==> config.mk <==
export PLATFORM = sky130hd
export DESIGN_NAME = game_ctrl
export DESIGN_NICKNAME = d
export VERILOG_FILES = /design/src/rtl/game_ctrl.sv
export SDC_FILE = /design/constraint.sdc
export NUM_CORES = 1
export LEC_CHECK = 0
export BUFFER_PORTS_ARGS = -buffer_cell sky130_fd_sc_hd__clkbuf_2
export CORE_MARGIN = 1
export CORE_UTILIZATION = 59
export DETAILED_ROUTE_END_ITERATION = 8
export PLACE_DENSITY = 0.79
export SLEW_MARGIN = 20
export SYNTH_ARGS = -nofsm -noshare
export SYNTH_HDL_FRONTEND = slang
export SYNTH_SLANG_ARGS = --single-unit
==> constraint.sdc <==
create_clock -name i_clk -period 2.33 [get_ports i_clk]
set_input_delay 0.233 -clock i_clk [delete_from_list [all_inputs] [get_ports i_clk]]
set_output_delay 0.233 -clock i_clk [all_outputs]
set_load 0.03 [all_outputs]
==> src/rtl/game_ctrl.sv <==
// Game-flow sequencer: button debounce, ATTRACT/PLAY/CRASH/OVER control,
// datapath reset/freeze, crash flash timing and high-score capture.
module game_ctrl #(
    parameter int DEBOUNCE_CYC     = 250000,
    parameter int CRASH_FRAMES     = 60,
    parameter int FLASH_FRAMES     = 8,
    parameter int OVER_HOLD_FRAMES = 30
) (
    input  logic       i_clk,
    input  logic       i_rst_n,
    input  logic       i_move_btn,
    input  logic       i_frame_tick,
    input  logic       i_collision,
    input  logic [7:0] i_score,
    output logic       o_game_rst,
    output logic       o_scroll_en,
    output logic       o_move_pulse,
    output logic       o_flash,
    output logic [1:0] o_state,
    output logic [7:0] o_high_score
);

    localparam int DB_W = $clog2(DEBOUNCE_CYC + 1);
    localparam int FR_W = 8;

    localparam logic [DB_W-1:0] DB_LAST    = DB_W'(DEBOUNCE_CYC - 1);
    localparam logic [DB_W-1:0] DB_ONE     = DB_W'(1);
    localparam logic [FR_W-1:0] CRASH_LAST = FR_W'(CRASH_FRAMES - 1);
    localparam logic [FR_W-1:0] FLASH_LAST = FR_W'(FLASH_FRAMES - 1);
    localparam logic [FR_W-1:0] OVER_HOLD  = FR_W'(OVER_HOLD_FRAMES);
    localparam logic [FR_W-1:0] FR_ONE     = FR_W'(1);
    localparam logic [FR_W-1:0] FR_MAX     = '1;

    typedef enum logic [1:0] {
        ST_ATTRACT = 2'b00,
        ST_PLAY    = 2'b01,
        ST_CRASH   = 2'b10,
        ST_OVER    = 2'b11
    } state_t;

    logic            r_sync1;
    logic            r_sync2;
    logic            r_db;
    logic            r_db_d;
    logic [DB_W-1:0] r_db_cnt;
    logic            w_press;

    state_t          r_state;
    logic [FR_W-1:0] r_frame_cnt;
    logic [FR_W-1:0] r_flash_cnt;
    logic            r_flash;
    logic [FR_W-1:0] w_frame_inc;

    // The debounced level only follows the synced level after a full run of mismatches.
    always_ff @(posedge i_clk or negedge i_rst_n) begin
        if (!i_rst_n) begin
            r_sync1  <= 1'b0;
            r_sync2  <= 1'b0;
            r_db     <= 1'b0;
            r_db_d   <= 1'b0;
            r_db_cnt <= '0;
        end else begin
            r_sync1 <= i_move_btn;
            r_sync2 <= r_sync1;
            r_db_d  <= r_db;
            if (r_sync2 != r_db) begin
                if (r_db_cnt == DB_LAST) begin
                    r_db     <= r_sync2;
                    r_db_cnt <= '0;
                end else begin
                    r_db_cnt <= r_db_cnt + DB_ONE;
                end
            end else begin
                r_db_cnt <= '0;
            end
        end
    end

    assign w_press     = r_db & ~r_db_d;
    assign w_frame_inc = (r_frame_cnt == FR_MAX) ? r_frame_cnt : r_frame_cnt + FR_ONE;

    always_ff @(posedge i_clk or negedge i_rst_n) begin
        if (!i_rst_n) begin
            r_state      <= ST_ATTRACT;
            r_frame_cnt  <= '0;
            r_flash_cnt  <= '0;
            r_flash      <= 1'b0;
            o_state      <= ST_ATTRACT;
            o_game_rst   <= 1'b1;
            o_scroll_en  <= 1'b0;
            o_move_pulse <= 1'b0;
            o_flash      <= 1'b0;
            o_high_score <= 8'd0;
        end else begin
            case (r_state)
                ST_ATTRACT: begin
                    if (w_press) begin
                        r_state     <= ST_PLAY;
                        r_frame_cnt <= '0;
                        r_flash_cnt <= '0;
                    end
                end
                ST_PLAY: begin
                    if (i_collision) begin
                        r_state     <= ST_CRASH;
                        r_frame_cnt <= '0;
                        r_flash_cnt <= '0;
                        r_flash     <= 1'b1;
                    end
                end
                ST_CRASH: begin
                    if (i_frame_tick) begin
                        if (r_frame_cnt == CRASH_LAST) begin
                            r_state      <= ST_OVER;
                            r_frame_cnt  <= '0;
                            r_flash_cnt  <= '0;
                            o_high_score <= (i_score > o_high_score) ? i_score : o_high_score;
                        end else begin
                            r_frame_cnt <= w_frame_inc;
                            if (r_flash_cnt == FLASH_LAST) begin
                                r_flash_cnt <= '0;
                                r_flash     <= ~r_flash;
                            end else begin
                                r_flash_cnt <= r_flash_cnt + FR_ONE;
                            end
                        end
                    end
                end
                ST_OVER: begin
                    if (w_press && (r_frame_cnt >= OVER_HOLD)) begin
                        r_state     <= ST_PLAY;
                        r_frame_cnt <= '0;
                        r_flash_cnt <= '0;
                    end else if (i_frame_tick) begin
                        r_frame_cnt <= w_frame_inc;
                    end
                end
                default: r_state <= ST_ATTRACT;
            endcase

            // A collision in the same cycle as a press swallows the press.
            o_move_pulse <= (r_state == ST_PLAY) && w_press && !i_collision;
            o_state      <= r_state;
            o_game_rst   <= (r_state == ST_ATTRACT) || (r_state == ST_OVER);
            o_scroll_en  <= (r_state == ST_PLAY);
            o_flash      <= (r_state == ST_CRASH) && r_flash;
        end
    end

endmodule

# [Word-level counts from Yosys, hierarchy flattened]
# Cells that the tools add are included.
[word_totals] reg_bits=55 elab_cells=79 in_bits=13 output_inout_bits=14
[op_classes] reduce_logical=14 n_mux=26 n_bitwise=3 order_cmp=2 add_sub_neg=3 n_eq_ne=16
[ops] op="8-bit two-way mux" n=11
[ops] op="8-bit one-hot mux with 4 select lines" n=2
[ops] op="18-bit two-way mux" n=2
[ops] op="18-bit by 1-bit adder with 18-bit output (second input constant)" n=1
[ops] op="18-bit equality test (second input constant)" n=1
[ops] op="8-bit by 1-bit adder with 8-bit output (second input constant)" n=2
[ops] op="2-bit != test (second input constant)" n=7
[ops] op="4-bit AND reduction" n=3
[ops] op="2-bit two-way mux" n=5
[ops] op="5-bit AND reduction" n=2
[ops] op="8-bit by 3-bit equality test with 1-bit output (second input constant)" n=1
[ops] op="8-bit by 6-bit equality test with 1-bit output (second input constant)" n=1
[ops] op="8-bit equality test (second input constant)" n=1
[ops] op="8-bit by 5-bit greater-or-equal comparator with 1-bit output (second input constant)" n=1
[ops] op="8-bit greater-than comparator" n=1
[ops] op="2-bit one-hot mux with 4 select lines" n=1
[ops] op="2-bit equality test (second input constant)" n=2
[ops] op="1-bit logical AND" n=4
[ops] op="1-bit two-way mux" n=4
[ops] op="3-bit != test (second input constant)" n=1
[ops] op="2-bit by 1-bit equality test with 1-bit output (second input constant)" n=1
[ops] op="2-bit zero test" n=1
[ops] op="1-bit inverter" n=2
[ops] op="1-bit one-hot mux with 2 select lines" n=1
[ops] op="other kinds (6)" n=6

# [Logic depth before layout (Yosys ltp)]
# Gate-level depths: netlist of run 1.
[logic_depth] ltp_word=5 mapped_depth=8 mapped_depth_nobuf=7

# [Least setup slack after synthesis of run 1]
# OpenSTA, ideal clock, no wires.
[synth_timing] path_kind="reg2reg" startpoint="register r_state[1]" endpoint="register r_frame_cnt[5]" arrival_time_ns=2.072 setup_ns=0.078 path_slack_ns=0.180 path_stages_with_launch=9 cell_sequence="dfrtp_1 > inv_1 > ha_1 > nor2b_1 > a211o_1 > a31o_1 > buf_6 > or4_1 > a21oi_1"
[synth_between] elab_chain_len=3
[synth_lines] item="from (decl)" line="48" source="state_t r_state;"
[synth_lines] item="from (signal assigned)" line="84" source="r_state <= ST_ATTRACT;"
[synth_lines] item="from (signal assigned)" line="98" source="r_state <= ST_PLAY;"
[synth_lines] item="from (signal assigned)" line="105" source="r_state <= ST_CRASH;"
[synth_lines] item="2-bit equality test (tied with other cells)" line="95" source="case (r_state)"
[synth_lines] item="3-bit != test (no line) or 2-bit != test (tied branches)"
[synth_lines] item="4-bit AND reduction (no line)"
[synth_lines] item="to (signal assigned)" line="119" source="r_frame_cnt <= w_frame_inc;"
[synth_lines] item="to (signal assigned)" line="135" source="r_frame_cnt <= w_frame_inc;"
[synth_lines] item="to (decl)" line="49" source="logic [FR_W-1:0] r_frame_cnt;"
# Several ways; a longest one is shown, not always the timed one.
# A chain may end at the register's enable or synchronous reset.

# [Worst setup path after layout of run 1]
[layout_timing] startpoint="register r_state[0]" endpoint="register r_frame_cnt[3]"
# The elaborated chain is that of the path after synthesis.

==> metrics.txt, run 1 <==
outcome=complete, no violations; GRT Total Usage=~23%; Critical Path Fanout Max=12; post-synthesis adder-cell area fraction=about 7.4%; EDFF count, synth=0; Final nets=347; sequential share of the synthesized area=around 48%; critical path type=flip-flop to flip-flop; DR vias=2185; CP max stage delay=around 0.5 ns; syn nets=312; ANT nets after route=0; largest family of logic cells by synthesized area=simple AND/OR/NAND/NOR gates; most area-hungry cell type in the Yosys netlist=dfrtp_1; cell area after synthesis=2870 um2; Yosys top cell area share=47.1%; antenna violations before repair=0; RSZ-0062 raised after global routing=no; Layout area overhead=11.7%; Synth area leaders=dfrtp_1 47%, ha_1 7.4%, xor2_1 4.0%; crit start category=flip-flop; mux share of post-synthesis cell area=~3.9%; Synth Area in Simple Gates=approximately a fifth; compound-cell area share of the yosys netlist=between 10% and 20%; Reg2Reg Capture Point=r_frame_cnt[3]; Final Hold Vio Count=0; Mapped Avg Cell Area=~10 um2; Ports=27; R2R Setup Slk=roughly 0.14 ns; cells after synthesis=roughly 280; power density over cell area=494 nW/um2; RR Startpoint=r_state[0]; Remaining DRCs=0; slowest CP cell=or4_1; Core Util, Final=between 70% and 80%; drt via density=5.91; Synth warnings=0; Max H-tree Level=2; Final Cell Area=3200 um2; routed len/inst=around 14 um; Rel. slew slack=between 40% and 50%; Skew-Pair Late Insertion Delay=0.31 ns; maxcap violations=0; Starting Density=63.7%; first-pass GRT wire length=9.29 mm; HP Class=input port to asynchronous set/reset pin; CTS root buffer=clkbuf_8; ys flop type=dfrtp_1; crit path to=r_frame_cnt[3]; CP Launch Point=r_state[0]; vias in the first global route=2057; CTS sink cnt=between 50 and 60; CTS tree=done; Tcrit/Tclk final=a little over nine tenths; total CTS buffers=5; Max Clk Rate=~460 MHz; Die Height=approximately 72 um; Arr. time, crit path=approximately 2.4 ns; WP data required=2.57 ns; First DRT Iteration DRCs=173; number of iterations in the first detailed-routing pass=4; Routed Wire Length=around 5.3 mm; Site Rows=24; final setup fails=0; total power=between 1.5 and 2 mW; Die Wd=71.7 um; # fillers=343; Least-Margin Pin Slew=0.870 ns; Setup TNS=0 ns; commonest cells after routing, fill and taps aside=53 x dfrtp_1, 26 x nor2_1, 26 x clkbuf_2, 19 x nand2_1; Setup Skew=0.0170 ns; library cells used by synthesis=46; final worst path period need=approximately 2.2 ns; Area after DPL=about 3100 um2; ANT cells=0; GPL Wtd Cong=about 0.82; share of cells above drive strength 1=between 10% and 20%; crit path cell chain=ha_1, nor2b_2, a211o_1, a31o_4, or4_1, a21oi_1; CTS clock-pin slew for the worst setup and hold paths=about 0.11 ns; CORE AREA=roughly 4500 um2; die area=5140 um2; largest net degree at the start of global routing=36; leakage power total=about 1.5 nW; Worst setup EP type=flip-flop; number of port buffers=26; Yosys reg bits=55; Final Max Tran Viols=0; commonest non-fill, non-tap cell in the layout=dfrtp_1; XOR/XNOR Fraction of Synth Area=6.72%; CTS max path bufs=2; grt ovf=0; R2R cell count=6; Peak VDD IR=roughly 0.0005 V; dpl hpwl=around 3.8 mm; Async SR Flop Fraction=100%
==> logic make-up after synthesis <==
family | count (synthesis)
AOI/OAI and AO/OA | 49
xor gates and xnor gates | 22
adders and majority gates | 17
buffers and inverters | 21
DFF | 55
muxes | 10
and+or+nand+nor | 108
==> synth_stat cells (3+ instances only) <==
| cell | number |
|---|---|
| xnor2_1 | 9 |
| or3_1 | 5 |
| and3_1 | 6 |
| or4_1 | 4 |
| o2111ai_1 | 3 |
| nand4_1 | 6 |
| and4_1 | 4 |
| inv_1 | 17 |
| ha_1 | 17 |
| o211ai_1 | 4 |
| a21oi_1 | 17 |
| nor3_1 | 5 |
| dfrtp_1 | 54 |
| nor2_1 | 26 |
| mux2_2 | 9 |
| clkbuf_1 | 3 |
| nor4_1 | 3 |
| xor2_1 | 13 |
| nand3_1 | 10 |
| nor2b_1 | 5 |
| nand2_1 | 19 |
| o21ai_0 | 11 |
| o31ai_1 | 3 |
==> worst min path at each step <==
| stage | from | endpoint | slack (ns) | cells past startpoint |
|---|---|---|---|---|
| final | i_rst_n | r_db_cnt[4] | 0.02 | 1 |
| after CTS | i_move_btn | r_sync1 | 0.01 | 1 |
| after detailed placement | r_sync1 | r_sync2 | 0.34 | 0 |
| after floorplan | i_rst_n | o_flash | -0.06 | 0 |
| after global placement | r_sync1 | r_sync2 | 0.34 | 0 |
| after global routing | i_move_btn | r_sync1 | 0.0002 | 1 |
==> metal layers <==
layer  up-vias  wire (um)  global-route usage [%]
met1      1044       2570                    33.2
li1       1073          -                       -
met5         -          0                       0
met3         8        228                    4.22
met4         0         62                    6.10
met2        60       2440                    35.4
==> through the flow <==
stage | std cells | hold slack [ns] | worst slack [ns]
finish | 370 | 0.0151 | 0.143
global route | 370 | 0.000169 | 0.0105
global placement | 361 | 0.337 | 0.135
floorplan | 282 | -0.0626 | 0.180
detailed placement | 361 | 0.340 | 0.0681
CTS | 369 | 0.0106 | 0.0467
==> layout make-up <==
class | count | area (um2) | share of cell area (%)
multi-input combinational | 206 | 1430 | 44.5
timing repair buffer | 32 | 175 | 5.47
inverter | 17 | 63.8 | 1.99
tap | 52 | 65.1 | 2.03
sequential | 55 | 1380 | 43.0
clock inverter | 3 | 26.3 | 0.820
clock buffer | 5 | 68.8 | 2.15
==> power breakdown <==
group	total [mW]	switching (mW)	internal, mW
Clock	0.554	0.332	0.222
Sequential	0.965	0.00467	0.960
Combinational	0.0621	0.0406	0.0215
Total	1.58	0.377	1.20
==> sequential cells by signal, indices dropped and copies added, names as in the netlist, 2 cells and up <==
register / flops
r_state: 2
r_db_cnt: 18
r_flash_cnt: 8
o_state: 2
r_frame_cnt: 8
o_high_score: 8
==> worst max-delay path: cells and delay by family, from the launching register on <==
family / cells / cell delay (ns)
DFF: 1 / 0.46
AOI/OAI and AO/OA: 3 / 0.75
and+or+nand+nor: 2 / 0.69
adders and majority gates: 1 / 0.22
==> timing repair <==
| action | in CTS | in global routing |
|---|---|---|
| hold buffers | 0 | 0 |
| setup endpoints to repair | 0 | 11 |
| gates resized for setup | 0 | 6 |
| setup buffers | 0 | 1 |
(Power assumes the default switching activity.)
==> run 2: changes to the inputs <==
- PLACE_DENSITY: 0.79 -> 0.82
==> metrics.txt, run 2 (synthesized netlist as in run 1, its figures left out) <==
outcome=complete, no violations; Largest register FFs=18 (unchanged); Skew-Pair Late Insertion Delay=0.30 ns (about the same); Die Wd=71.7 um (unchanged); routed len/inst=14.3 um (about the same); GPL Wtd Cong=0.860 (+5.3%); Max Clk Rate=449 MHz (-1.8%); Final Hold Vio Count=0 (unchanged); number of iterations in the first detailed-routing pass=4 (unchanged); total power=1.60 mW (+1.0%); commonest non-fill, non-tap cell in the layout=dfrtp_1; Max H-tree Level=2 (unchanged); Routed Wire Length=5.31 mm (+0.26%); CTS max path bufs=2 (unchanged); Max Used Layer=met4; Setup TNS=0 ns (unchanged); Tcrit/Tclk final=95.6% (+1.7 points); total CTS buffers=5 (unchanged); leakage power total=1.50 nW (+0.16%); Final nets=348 (+0.29%); Final WS setup=0.103 ns (-0.0395 ns); antenna violations before repair=0 (unchanged); final worst path period need=2.23 ns (+0.0395 ns); RSZ-0062 raised after global routing=no; grt ovf=0 (unchanged); Ports=27 (unchanged); Die Height=71.7 um (unchanged); dpl hpwl=3.95 mm (+3.5%); critical path type=flip-flop to flip-flop; CTS clock-pin slew for the worst setup and hold paths=0.11 ns (about the same); Worst setup EP type=flip-flop; Critical Path Fanout Max=12 (unchanged); Remaining DRCs=0 (unchanged); Largest Register=r_db_cnt; Hold Slack=0.0276 ns (+0.0125 ns); # fillers=337 (-1.7%); Site Rows=24 (unchanged); drt via density=5.82 (-1.4%); Least-Margin Pin Slew=0.539 ns (-0.330 ns); Arr. time, crit path=2.46 ns (+0.04 ns); CORE AREA=4500 um2 (unchanged); WP data required=2.57 ns (about the same); largest net degree at the start of global routing=34 (-5.6%); CTS sink cnt=55 (unchanged); power density over cell area=499 nW/um2 (+1.0%); pre-CTS setup slack=0.0651 ns (-0.00297 ns); DR vias=2160 (-1.1%); final setup fails=0 (unchanged); Rel. slew slack=64.0% (+22 points); HP Class=input port to flip-flop; vias in the first global route=2033 (-1.2%); CTS root buffer=clkbuf_8; CTS tree=done; Final Max Tran Viols=0 (unchanged); commonest cells after routing, fill and taps aside=53 x dfrtp_1, 26 x nor2_1, 26 x clkbuf_2, 19 x nand2_1; Peak VDD IR=0.000365 V (-25%); metal3 WL=188 um (-18%); die area=5140 um2 (unchanged); first-pass GRT wire length=9.03 mm (-2.8%); ANT nets after route=0 (unchanged); number of port buffers=26 (unchanged); share of cells above drive strength 1=18.8% (-0.69 points); First DRT Iteration DRCs=131 (-24%); Starting Density=63.7% (unchanged); Setup Skew=0.0116 ns (-0.00539 ns); metal1 wirelength=2.60 mm (+1.3%); maxcap violations=0 (unchanged); WL met2=2.49 mm (+2.1%); GRT Total Usage=22.7% (-0.11 points); ANT cells=0 (unchanged); Layout area overhead=11.7% (unchanged); crit start category=flip-flop
==> run 2: cell count changes in the layout (fill, tap and decap cells not counted), sizes merged <==
cell	before	now
clkbuf	31	32
dlygate4sd3	0	1
inv	19	18
==> run 2: metal layers <==
| layer | GRT usage (%) | vias to the layer above |
|---|---|---|
| met2 | 38.8 | 46 |
| met4 | 4.58 | 0 |
| li1 | - | 1074 |
| met5 | 0 | - |
| met1 | 30.5 | 1036 |
| met3 | 4.36 | 4 |
==> run 2: critical path, stage by stage (launching register included) <==
cell     delay [ns]
dfrtp_2        0.46
ha_1           0.23
nor2b_1        0.19
a211o_1        0.29
a31o_2         0.33
or4_1          0.51
a21oi_1        0.15
==> run 2: per-stage QoR <==
stage,utilization [%],cell area (um2),cells
global placement,68.3,3080,361
floorplan,-,2870,282
global route,71.1,3200,371
CTS,70.8,3190,370
finish,71.1,3200,371
detailed placement,68.3,3080,361
==> run 2: repair_timing <==
| item | CTS | global route |
|---|---|---|
| buffers inserted | 0 | 1 |
| endpoints found under the setup margin | 0 | 11 |
| hold buffers | 1 | 0 |
| gates resized for setup | 0 | 3 |
| hold endpoints to repair | 22 | 0 |
==> run 2: cell type report <==
type,count,area [um2],share of cell area [%]
well taps,52,65.1,2.03
clock buffers,6,82.6,2.58
flip-flops and latches,55,1380,43.0
multi-input cells,206,1410,43.9
clock inverters,2,20.0,0.625
repair buffers,33,185,5.78
inverters,17,63.8,1.99
==> run 2: final timing paths <==
check                           start             end  slack [ns]  cells after the start
setup / recovery           r_state[0]  r_frame_cnt[3]        0.10                      6
hold / removal             i_move_btn         r_sync1        0.03                      1
setup reg to reg           r_state[0]  r_frame_cnt[3]        0.10                      6
hold reg to reg               r_sync1         r_sync2        0.36                      0
max in group asynchronous     i_rst_n      o_game_rst        1.47                      3
min in group asynchronous     i_rst_n    r_db_cnt[15]        0.25                      2
==> run 2: power by group <==
group,internal [mW],switching [mW],total (mW)
clock,0.251,0.317,0.568
sequential,0.960,0.00476,0.965
combinational,0.0230,0.0417,0.0646
